`config.mk`:
```
export PLATFORM = sky130hd
export DESIGN_NAME = mini_src_control_unit
export DESIGN_NICKNAME = d
export VERILOG_FILES = /design/src/rtl/mini_src_pkg.sv /design/src/rtl/mini_src_mem_wait.sv /design/src/rtl/mini_src_control_unit.sv
export SDC_FILE = /design/constraint.sdc
export NUM_CORES = 1
export LEC_CHECK = 0
export BUFFER_PORTS_ARGS = -buffer_cell sky130_fd_sc_hd__buf_2
export CAP_MARGIN = 30
export CORE_MARGIN = 3
export CORE_UTILIZATION = 49
export DETAILED_ROUTE_END_ITERATION = 16
export PLACE_DENSITY_LB_ADDON = 0.08
export SETUP_SLACK_MARGIN = 0.3
export SLEW_MARGIN = 20
export SYNTH_ARGS = -nofsm -noshare
export SYNTH_HDL_FRONTEND = slang
export SYNTH_SLANG_ARGS = --single-unit
```
`constraint.sdc`:
```
create_clock -name Clock -period 3.15 [get_ports Clock]
set_clock_uncertainty 0.2 [all_clocks]
set_input_delay 0.945 -clock Clock [delete_from_list [all_inputs] [get_ports Clock]]
set_output_delay 0.945 -clock Clock [all_outputs]
set_load 0.02 [all_outputs]
```
`src/rtl/mini_src_pkg.sv`:
```
// Mini-SRC control unit shared definitions: opcodes, state codes,
// strobe bit positions and the opcode classifier used by the sequencer.
package mini_src_pkg;

  localparam int OP_WIDTH = 5;
  typedef logic [OP_WIDTH-1:0] opcode_t;

  // Instruction opcodes (IR[31:27])
  localparam opcode_t OP_LD   = 5'b00000;
  localparam opcode_t OP_LDI  = 5'b00001;
  localparam opcode_t OP_ST   = 5'b00010;
  localparam opcode_t OP_ADD  = 5'b00011;
  localparam opcode_t OP_SUB  = 5'b00100;
  localparam opcode_t OP_AND  = 5'b00101;
  localparam opcode_t OP_OR   = 5'b00110;
  localparam opcode_t OP_SHR  = 5'b00111;
  localparam opcode_t OP_SHL  = 5'b01000;
  localparam opcode_t OP_ROR  = 5'b01001;
  localparam opcode_t OP_ROL  = 5'b01010;
  localparam opcode_t OP_ADDI = 5'b01011;
  localparam opcode_t OP_ANDI = 5'b01100;
  localparam opcode_t OP_ORI  = 5'b01101;
  localparam opcode_t OP_MUL  = 5'b01110;
  localparam opcode_t OP_DIV  = 5'b01111;
  localparam opcode_t OP_NEG  = 5'b10000;
  localparam opcode_t OP_NOT  = 5'b10001;
  localparam opcode_t OP_NOP  = 5'b11010;
  localparam opcode_t OP_HALT = 5'b11011;

  // Address arithmetic (ldi/ld/st) always uses the adder
  localparam opcode_t ALU_ADD = OP_ADD;

  // Sequencer state codes (4-bit, legacy-compatible constants)
  localparam logic [3:0] S_IDLE   = 4'd0;
  localparam logic [3:0] S_T0     = 4'd1;
  localparam logic [3:0] S_T1     = 4'd2;
  localparam logic [3:0] S_T2     = 4'd3;
  localparam logic [3:0] S_T3     = 4'd4;
  localparam logic [3:0] S_T4     = 4'd5;
  localparam logic [3:0] S_T5     = 4'd6;
  localparam logic [3:0] S_T6     = 4'd7;
  localparam logic [3:0] S_T7     = 4'd8;
  localparam logic [3:0] S_HALTED = 4'd9;

  // bus_out bit positions
  localparam int BUS_PCOUT    = 7;
  localparam int BUS_ZHIGHOUT = 6;
  localparam int BUS_ZLOWOUT  = 5;
  localparam int BUS_MDROUT   = 4;
  localparam int BUS_HIOUT    = 3;
  localparam int BUS_LOOUT    = 2;
  localparam int BUS_COUT     = 1;
  localparam int BUS_ROUT     = 0;

  // reg_in bit positions
  localparam int REG_PCIN  = 8;
  localparam int REG_MARIN = 7;
  localparam int REG_MDRIN = 6;
  localparam int REG_IRIN  = 5;
  localparam int REG_YIN   = 4;
  localparam int REG_ZIN   = 3;
  localparam int REG_HIIN  = 2;
  localparam int REG_LOIN  = 1;
  localparam int REG_RIN   = 0;

  // Execute-step families: opcodes in one class share a step sequence
  typedef enum logic [3:0] {
    CLS_R, CLS_IMM, CLS_LDI, CLS_LD, CLS_ST,
    CLS_MULDIV, CLS_NEGNOT, CLS_NOP, CLS_HALT, CLS_ILL
  } op_class_e;

  function automatic op_class_e op_class(input opcode_t op);
    case (op)
      OP_ADD, OP_SUB, OP_AND, OP_OR,
      OP_SHR, OP_SHL, OP_ROR, OP_ROL: return CLS_R;
      OP_ADDI, OP_ANDI, OP_ORI:       return CLS_IMM;
      OP_LDI:                         return CLS_LDI;
      OP_LD:                          return CLS_LD;
      OP_ST:                          return CLS_ST;
      OP_MUL, OP_DIV:                 return CLS_MULDIV;
      OP_NEG, OP_NOT:                 return CLS_NEGNOT;
      OP_NOP:                         return CLS_NOP;
      OP_HALT:                        return CLS_HALT;
      default:                        return CLS_ILL;
    endcase
  endfunction

  // Final execute step of each class; classes without execute steps end at T2
  function automatic logic [3:0] last_step(input op_class_e c);
    case (c)
      CLS_R, CLS_IMM, CLS_LDI: return S_T5;
      CLS_LD, CLS_ST:          return S_T7;
      CLS_MULDIV:              return S_T6;
      CLS_NEGNOT:              return S_T4;
      default:                 return S_T2;
    endcase
  endfunction

endpackage

```
`src/rtl/mini_src_mem_wait.sv`:
```
// Memory-step wait counter: counts stalled cycles of the active memory
// step and flags a timeout on the MEM_WAIT_MAX-th consecutive stall.
module mini_src_mem_wait #(
  parameter int MEM_WAIT_MAX = 15
) (
  input  logic Clock,
  input  logic Clear,
  input  logic step_active,
  input  logic MemReady,
  output logic done,
  output logic timeout
);

  localparam int CW = $clog2(MEM_WAIT_MAX + 1);

  logic [CW-1:0] wait_cnt;
  logic          stalled;

  assign stalled = step_active & ~MemReady;
  assign done    = step_active & MemReady;
  assign timeout = stalled & (wait_cnt == CW'(MEM_WAIT_MAX - 1));

  // Count stalled cycles; restart whenever the step completes, ends or times out
  always_ff @(posedge Clock) begin
    // NOTE: non-blocking assignments so every flop samples pre-edge values.
    if (Clear || !stalled || timeout) begin
      wait_cnt <= '0;
    end else begin
      wait_cnt <= wait_cnt + CW'(1);
    end
  end

endmodule

```
`src/rtl/mini_src_control_unit.sv`:
```
// Hardwired Mini-SRC control sequencer. Fetch T0-T2, opcode-driven execute
// T3-T7, Moore-decoded strobes. Optional macro MINI_SRC_ILLEGAL_TRAP_EN
// traps unlisted opcodes into HALTED and exposes a sticky Illegal port.
module mini_src_control_unit
  import mini_src_pkg::*;
#(
  parameter int OPW          = OP_WIDTH,
  parameter int MEM_WAIT_MAX = 15
) (
  input  logic        Clock,
  input  logic        Clear,
  input  logic        Start,
  input  logic        Stop,
  input  logic [31:0] IR,
  input  logic        MemReady,
  output logic [7:0]  bus_out,
  output logic [8:0]  reg_in,
  output logic        Gra,
  output logic        Grb,
  output logic        Grc,
  output logic        BAout,
  output logic        IncPC,
  output logic        Read,
  output logic        Write,
  output logic [4:0]  ALU_op,
  output logic        Running,
  output logic        Fault
`ifdef MINI_SRC_ILLEGAL_TRAP_EN
  ,
  output logic        Illegal
`endif
);

`ifdef MINI_SRC_ILLEGAL_TRAP_EN
  localparam bit TRAP_EN = 1'b1;
`else
  localparam bit TRAP_EN = 1'b0;
`endif

  logic [3:0] state_q, state_d, end_state;
  opcode_t    ir_op, op_q;
  op_class_e  ir_cls, ex_cls;
  logic       stop_q, fault_q, illegal_q;
  logic       mem_step, mem_done, mem_timeout, can_start, trap_now;
  logic       unused_ir;

  // Register fields are decoded by the datapath's select-and-encode logic
  assign unused_ir = ^IR[31-OPW:0];

  assign ir_op  = IR[31 -: OPW];
  assign ir_cls = op_class(ir_op);
  assign ex_cls = op_class(op_q);

  assign mem_step = (state_q == S_T1)
                  | ((state_q == S_T6) & (ex_cls == CLS_LD))
                  | ((state_q == S_T7) & (ex_cls == CLS_ST));

  mini_src_mem_wait #(
    .MEM_WAIT_MAX (MEM_WAIT_MAX)
  ) u_mem_wait (
    .Clock       (Clock),
    .Clear       (Clear),
    .step_active (mem_step),
    .MemReady    (MemReady),
    .done        (mem_done),
    .timeout     (mem_timeout)
  );

  // A Stop pulse arriving in the final step still counts for this instruction
  assign end_state = (stop_q || Stop) ? S_HALTED : S_T0;
  assign can_start = Start & ~fault_q & ~illegal_q;
  assign trap_now  = TRAP_EN & (state_q == S_T2) & (ir_cls == CLS_ILL);
  assign Running   = (state_q != S_IDLE) && (state_q != S_HALTED);
  assign Fault     = fault_q;
`ifdef MINI_SRC_ILLEGAL_TRAP_EN
  assign Illegal   = illegal_q;
`endif

  // Next-state: fetch, opcode dispatch in T2, execute with memory stalls
  always_comb begin
    // NOTE: default assignment first so no path leaves state_d unassigned (no latch).
    state_d = state_q;
    case (state_q)
      S_IDLE, S_HALTED: if (can_start) state_d = S_T0;
      S_T2: begin
        case (ir_cls)
          CLS_HALT: state_d = S_HALTED;
          CLS_NOP:  state_d = end_state;
          CLS_ILL:  state_d = TRAP_EN ? S_HALTED : end_state;
          default:  state_d = S_T3;
        endcase
      end
      S_T0, S_T1, S_T3, S_T4, S_T5, S_T6, S_T7: begin
        if (mem_timeout) begin
          state_d = S_HALTED;
        end else if (!mem_step || mem_done) begin
          if (state_q >= S_T3 && state_q == last_step(ex_cls)) state_d = end_state;
          else                                                 state_d = state_q + 4'd1;
        end
      end
      default: state_d = S_IDLE;
    endcase
  end

  // State, latched opcode, Stop latch and sticky error flags
  always_ff @(posedge Clock) begin
    if (Clear) begin
      state_q   <= S_IDLE;
      op_q      <= '0;
      stop_q    <= 1'b0;
      fault_q   <= 1'b0;
      illegal_q <= 1'b0;
    end else begin
      state_q <= state_d;
      if (state_q == S_T2) op_q <= ir_op;
      if (state_d == S_HALTED && state_q != S_HALTED) stop_q <= 1'b0;
      else if (Stop && Running)                        stop_q <= 1'b1;
      if (mem_timeout) fault_q   <= 1'b1;
      if (trap_now)    illegal_q <= 1'b1;
    end
  end

  // Moore strobe decode from the registered state and latched opcode
  always_comb begin
    bus_out = '0;
    reg_in  = '0;
    Gra     = 1'b0;
    Grb     = 1'b0;
    Grc     = 1'b0;
    BAout   = 1'b0;
    IncPC   = 1'b0;
    Read    = 1'b0;
    Write   = 1'b0;
    ALU_op  = '0;
    case (state_q)
      S_T0: begin
        bus_out[BUS_PCOUT] = 1'b1;
        reg_in[REG_MARIN]  = 1'b1;
        reg_in[REG_ZIN]    = 1'b1;
        IncPC              = 1'b1;
      end
      S_T1: begin
        bus_out[BUS_ZLOWOUT] = 1'b1;
        reg_in[REG_PCIN]     = 1'b1;
        reg_in[REG_MDRIN]    = 1'b1;
        Read                 = 1'b1;
      end
      S_T2: begin
        bus_out[BUS_MDROUT] = 1'b1;
        reg_in[REG_IRIN]    = 1'b1;
      end
      S_T3: begin
        case (ex_cls)
          CLS_R, CLS_IMM: begin
            Grb = 1'b1; bus_out[BUS_ROUT] = 1'b1; reg_in[REG_YIN] = 1'b1;
          end
          CLS_LDI, CLS_LD, CLS_ST: begin
            Grb = 1'b1; BAout = 1'b1; reg_in[REG_YIN] = 1'b1;
          end
          CLS_MULDIV: begin
            Gra = 1'b1; bus_out[BUS_ROUT] = 1'b1; reg_in[REG_YIN] = 1'b1;
          end
          CLS_NEGNOT: begin
            Grb = 1'b1; bus_out[BUS_ROUT] = 1'b1; ALU_op = op_q; reg_in[REG_ZIN] = 1'b1;
          end
          default: ;
        endcase
      end
      S_T4: begin
        case (ex_cls)
          CLS_R: begin
            Grc = 1'b1; bus_out[BUS_ROUT] = 1'b1; ALU_op = op_q; reg_in[REG_ZIN] = 1'b1;
          end
          CLS_IMM: begin
            bus_out[BUS_COUT] = 1'b1; ALU_op = op_q; reg_in[REG_ZIN] = 1'b1;
          end
          CLS_LDI, CLS_LD, CLS_ST: begin
            bus_out[BUS_COUT] = 1'b1; ALU_op = ALU_ADD; reg_in[REG_ZIN] = 1'b1;
          end
          CLS_MULDIV: begin
            Grb = 1'b1; bus_out[BUS_ROUT] = 1'b1; ALU_op = op_q; reg_in[REG_ZIN] = 1'b1;
          end
          CLS_NEGNOT: begin
            bus_out[BUS_ZLOWOUT] = 1'b1; Gra = 1'b1; reg_in[REG_RIN] = 1'b1;
          end
          default: ;
        endcase
      end
      S_T5: begin
        case (ex_cls)
          CLS_R, CLS_IMM, CLS_LDI: begin
            bus_out[BUS_ZLOWOUT] = 1'b1; Gra = 1'b1; reg_in[REG_RIN] = 1'b1;
          end
          CLS_LD, CLS_ST: begin
            bus_out[BUS_ZLOWOUT] = 1'b1; reg_in[REG_MARIN] = 1'b1;
          end
          CLS_MULDIV: begin
            bus_out[BUS_ZLOWOUT] = 1'b1; reg_in[REG_LOIN] = 1'b1;
          end
          default: ;
        endcase
      end
      S_T6: begin
        case (ex_cls)
          CLS_LD: begin
            Read = 1'b1; reg_in[REG_MDRIN] = 1'b1;
          end
          CLS_ST: begin
            Gra = 1'b1; bus_out[BUS_ROUT] = 1'b1; reg_in[REG_MDRIN] = 1'b1;
          end
          CLS_MULDIV: begin
            bus_out[BUS_ZHIGHOUT] = 1'b1; reg_in[REG_HIIN] = 1'b1;
          end
          default: ;
        endcase
      end
      S_T7: begin
        case (ex_cls)
          CLS_LD: begin
            bus_out[BUS_MDROUT] = 1'b1; Gra = 1'b1; reg_in[REG_RIN] = 1'b1;
          end
          CLS_ST:  Write = 1'b1;
          default: ;
        endcase
      end
      default: ;
    endcase
  end

endmodule

```
## Yosys cells after proc, flatten, opt, wreduce, memory -nomap -nowiden

Memory sizes are Yosys's and may differ from the RTL's. A register that Yosys moved wholly into a read port is not among the register bits.
Index checks and enable logic that the tools add are counted.

- Add/subtract/negate cells: 2
- Magnitude comparators: 1
- Eq/ne operators: 22
- Muxes and demuxes: 49
- Bitwise logic cells: 10
- Reduce and logical (&&, ||, !) cells: 26

Operators with widths:

| operator | count |
|---|---|
| $eq A4 B3 Y1 const B | 8 |
| $mux W4 | 8 |
| $eq A4 B4 Y1 const B | 6 |
| $mux W1 | 23 |
| $pmux W5 S2 | 2 |
| $eq A4 B2 Y1 const B | 4 |
| $pmux W4 S4 | 1 |
| $mux W5 | 3 |
| $pmux W1 S3 | 4 |
| $pmux W4 S3 | 1 |
| $reduce_or A6 Y1 | 2 |
| $pmux W1 S2 | 5 |
| $reduce_or A2 Y1 | 5 |
| $reduce_or A3 Y1 | 3 |
| $add A4 B1 Y4 const B | 2 |
| $eq A4 B1 Y1 const B | 2 |
| $logic_not A4 Y1 | 2 |
| $pmux W4 S2 | 1 |
| $reduce_or A4 Y1 | 2 |
| $reduce_or A7 Y1 | 1 |
| $and A1 B1 Y1 | 6 |
| $pmux W1 S5 | 1 |
| $eq A4 B4 Y1 | 1 |
| $ge A4 B3 Y1 const B | 1 |
| other kinds (7) | 16 |

- Register bits: 15
- Bits in read-only memories: 256
- Output and inout port bits: 31
- Memories kept: 2

Memories:

| name | words | width | rd ports | clocked after memory_dff | write ports | RTL line | source |
|---|---|---|---|---|---|---|---|
| (no name shown) | 32 | 4 | 1 | 1 | 0 | mini_src_pkg.sv:73 | `case (op)` |
| (no name shown) | 32 | 4 | 1 | 0 | 0 | mini_src_pkg.sv:73 |  |

## Longest topological paths before layout

- Depth in word-level cells: 18
- Gate-level depth with buffers: 11

## By module

Synthesis repeated with hierarchy kept, for this count alone.

- Cell total of the unflattened synthesis: 221
- Area, all modules: 1626.6 µm²

Modules (own cells, without submodules):

| module | instances | cells each | area each (µm²) | seq. area each (µm²) |
|---|---|---|---|---|
| mini_src_control_unit | 1 | 202 | 1438.9 | 300.3 |
| mini_src_mem_wait | 1 | 19 | 187.7 | 80.1 |

## Worst setup path before layout

Ideal clock, no wire load.

- Path kind: register to output
- Start: register state_q[0]
- End: output port ALU_op[1]
- Data arrival time: 1788 ps
- Path slack: 217 ps
- Stages on the path, launching flop included: 8
- Buffers on the path: 1
- Cells stage by stage: dfxtp_1 > clkbuf_1 > inv_1 > ha_1 > nand2_1 > or3_1 > a21oi_1 > o21a_1

- Cells in the longest elaborated chain, start to end: 2
- Elaborated cells on any way between the ends: 3
- Those cells by class: eq/ne: 2; mux: 1

RTL lines:

| what | RTL line | source |
|---|---|---|
| start: declaration | mini_src_control_unit.sv:40 | `logic [3:0] state_q, state_d, end_state;` |
| start signal: assignment | mini_src_control_unit.sv:114 | `state_q <= state_d;` |
| $eq A4 B3 Y1 | mini_src_control_unit.sv:135 | `case (state_q)` |
| $pmux W5 S2 (*) | mini_src_control_unit.sv:135 |  |
| end: declaration | mini_src_control_unit.sv:25 | `output logic [4:0] ALU_op,` |

Every way passes the cells marked *; elsewhere a longest branch is shown, timed or not.

## Worst setup path in the final report

Same ends and word-level chain as after synthesis.

==> reports/qor.yml <==
run_status:
  status: "complete, no violations"
yosys:
  synth-edff-count: 0
  synth_seq_cells: 19
  synth_area_mm2: 0.00171
  yosysTopAreaCellShare: 0.222
  ys_warn_count: 0
  yosysTopAreaCell: "dfxtp_1"
  synthFlopType: "dfxtp_1"
  synth_cell_types: 62
  async_flop_share: 0
  yosysSeqAreaShare: 0.222
  avgSynthCellArea_um2: 7.37
  synthCells: 232
  synth_area_leaders: "dfxtp_1, a21oi_1, nor2_1, ha_1, nand2_1"
global_routing:
  grt_pass1_vias: 1683
  grt_max_degree: 19
  grt_use_total: 0.227
  grt-ovfl-total: 0
  grt_pass1_wl_um: 7840
  antenna_found_initial: 0
cts:
  clk_latency_ps: 300
  tritoncts: "done"
  cts_sinks: 19
  htreeDepth: 1
  numCtsBuffers: 3
  clk_path_buf_depth: 2
  clkSlewWorstSetupHoldPaths_ps: 110
  cts-root-buf: "clkbuf_4"
final_layout:
  antennaDiodeCount: 0
  fill_cells: 270
  final_nets: 322
  layout.cells.non_filler: 322
  drive_above_1_share: 0.399
  area_growth_pct: 33.4
routing:
  antenna_left: 0
  routed-via-count: 1797
  detail_route.wl_per_cell_um: 14.4
  vias_per_cell: 5.58
  drt-total-wl_um: 4640
  drt_first_pass_iters: 4
  drc: 0
  dr.first_iter.drc_count: 129
floorplanning:
  die_area_mm2: 0.00424
  core_region_area_mm2: 0.00318
  io_pins: 68
  die_w_um: 65.1
  die_h_um: 65.1
  start_util: 0.538
  floorplan.rows: 20
placed_design:
  globalplace.congestion: 0.951
  dp_hpwl_um: 3250
  port_buffers: 38
  placed_cells: 310
worst_setup_path:
  max_stage_delay_ps: 390
  slowest_stage: "dfxtp_4"
  path_max_fanout: 4
  crit_arrival_ps: 1760
  cp_data_required_time_ps: 2000
  endpoint_kind: "output pin"
  cp-start-kind: "flop"
  worstSetupPathType: "reg -> out"
  path_cells: "inv_6 -> ha_4 -> nand2_4 -> or3_4 -> a21oi_4 -> o21a_2 -> buf_4"
power:
  power_density_mw_per_mm2: 457
  ir_drop_mv: 0.287
  p_leak_nw: 1.02
sta:
  rsz0062_at_grt: "yes"
  setup_violations: 0
  fin_crit_ps: 2910
  hold_viol: 0
  fmax_mhz: 344
  drv_slew: 0
  fin_tns_setup_ps: 0
  timing.final.crit_share: 0.923
hold_path:
  hold_class: "reg -> reg"
run:
  max-cap-violations: 0
-- registers in the layout (all words and copies together), names as in the netlist --
| register | cells |
|---|---|
| ex_cls | 4 |
| state_q | 4 |
| stop_q | 1 |
| Fault | 1 |
| u_mem_wait.wait_cnt | 4 |
| op_q | 5 |
-- area by class of cell --
| type | instances | area [µm²] | area share |
|---|---|---|---|
| clock buffers | 3 | 22.5 | 0.00987 |
| clock inverters | 1 | 5.00 | 0.00219 |
| inverters | 11 | 48.8 | 0.0214 |
| multi-input cells | 185 | 1320 | 0.580 |
| flip-flops and latches | 19 | 399 | 0.175 |
| well taps | 44 | 55.1 | 0.0241 |
| repair buffers | 59 | 428 | 0.187 |
-- worst max-delay path, delay by kind of cell, from the launching register on --
family | cells | cell delay (ps)
compound gates | 2 | 320
fa+ha+maj | 1 | 140
buf+inv | 2 | 200
flops | 1 | 390
simple gates | 2 | 410
-- metrics by stage --
step	util	area (µm²)	power, W	setup slack (ps)	hold WS (ps)
6_report	0.718	2280	0.00104	241	299
2_1_floorplan	-	1730	0.000652	332	249
5_1_grt	0.718	2280	0.00112	174	324
3_3_place_gp	0.620	1970	0.000764	270	267
4_1_cts	0.687	2180	0.000971	266	288
3_5_place_dp	0.620	1970	0.000769	266	271
-- where the power goes --
group / total [W] / internal [W] / switching [W]
clock: 0.000127 / 0.0000474 / 0.0000791
sequential: 0.000295 / 0.000264 / 0.0000310
combinational: 0.000623 / 0.000288 / 0.000335
total: 0.00104 / 0.000599 / 0.000445
-- Yosys cell counts, drive strengths merged, types with 2 or more instances --
library cell   n
or3b           2
a211oi         4
nor3           9
clkbuf         6
a21oi         21
nor2          22
a22oi          2
o21a           3
ha             6
nand4b         2
xnor2          4
nor3b          2
dfxtp         19
xor2           3
or2            5
o21ai         10
nand2b         6
nand3          5
buf           12
and3           3
mux2i          7
o22ai          2
or4            2
inv           11
nor2b          6
nand2         20
nand3b         4
and2           4
o311ai         3
or3            3
-- cells in the final DEF (no fill, tap or decap), types with 3 or more instances in the layout --
cell,Yosys,layout
a211oi_1,4,4
a21oi_1,20,18
and2_4,0,4
and3_1,3,3
buf_2,5,29
buf_4,4,18
buf_6,1,10
clkbuf_4,0,3
dfxtp_1,19,12
dfxtp_2,0,3
dfxtp_4,0,4
ha_1,6,3
inv_1,9,6
inv_2,2,3
mux2i_1,7,7
nand2_1,20,16
nand2_2,0,3
nand2b_1,6,5
nand3_1,5,4
nand3b_1,4,4
nor2_1,22,20
nor3_1,9,9
o21ai_0,9,6
o21ai_1,0,3
o311ai_0,3,3
or2_2,4,4
xnor2_1,4,4
xor2_1,3,3
-- repair_timing --
| item | in CTS | in global routing |
|---|---|---|
| pin swaps | 7 | 5 |
| resized for setup | 48 | 22 |
| endpoints found under the setup margin | 15 | 15 |
| hold buffers | 0 | 0 |
| setup buffers | 5 | 3 |
-- metal layers --
metal / vias to the layer above / part of all wire / wire [µm] / track usage
li1: 919 / - / - / -
met1: 828 / 0.45 / 2110 / 0.312
met2: 46 / 0.48 / 2240 / 0.386
met3: 4 / 0.057 / 263 / 0.0191
met4: 0 / 0.0065 / 30 / 0.0492
met5: - / 0 / 0 / 0
-- path summary, 6_finish.rpt --
check / startpoint / end / slack [ps] / cells after the start
worst max-delay path: state_q[0] / ALU_op[1] / 240 / 7
worst max register to register: state_q[0] / stop_q / 510 / 10
worst min-delay path: u_mem_wait.wait_cnt[0] / u_mem_wait.wait_cnt[0] / 300 / 1
worst min register to register: u_mem_wait.wait_cnt[0] / u_mem_wait.wait_cnt[0] / 300 / 1
-- kinds of logic after synthesis --
group / after synthesis / synth area share
compound gates: 62 / 0.246
xor+xnor: 7 / 0.0358
fa+ha+maj: 6 / 0.0439
buf+inv: 29 / 0.0805
flops: 19 / 0.222
mux: 7 / 0.0410
other cells: 1 / 0.00219
simple gates: 101 / 0.328
Power figures use the tool's default switching activity.
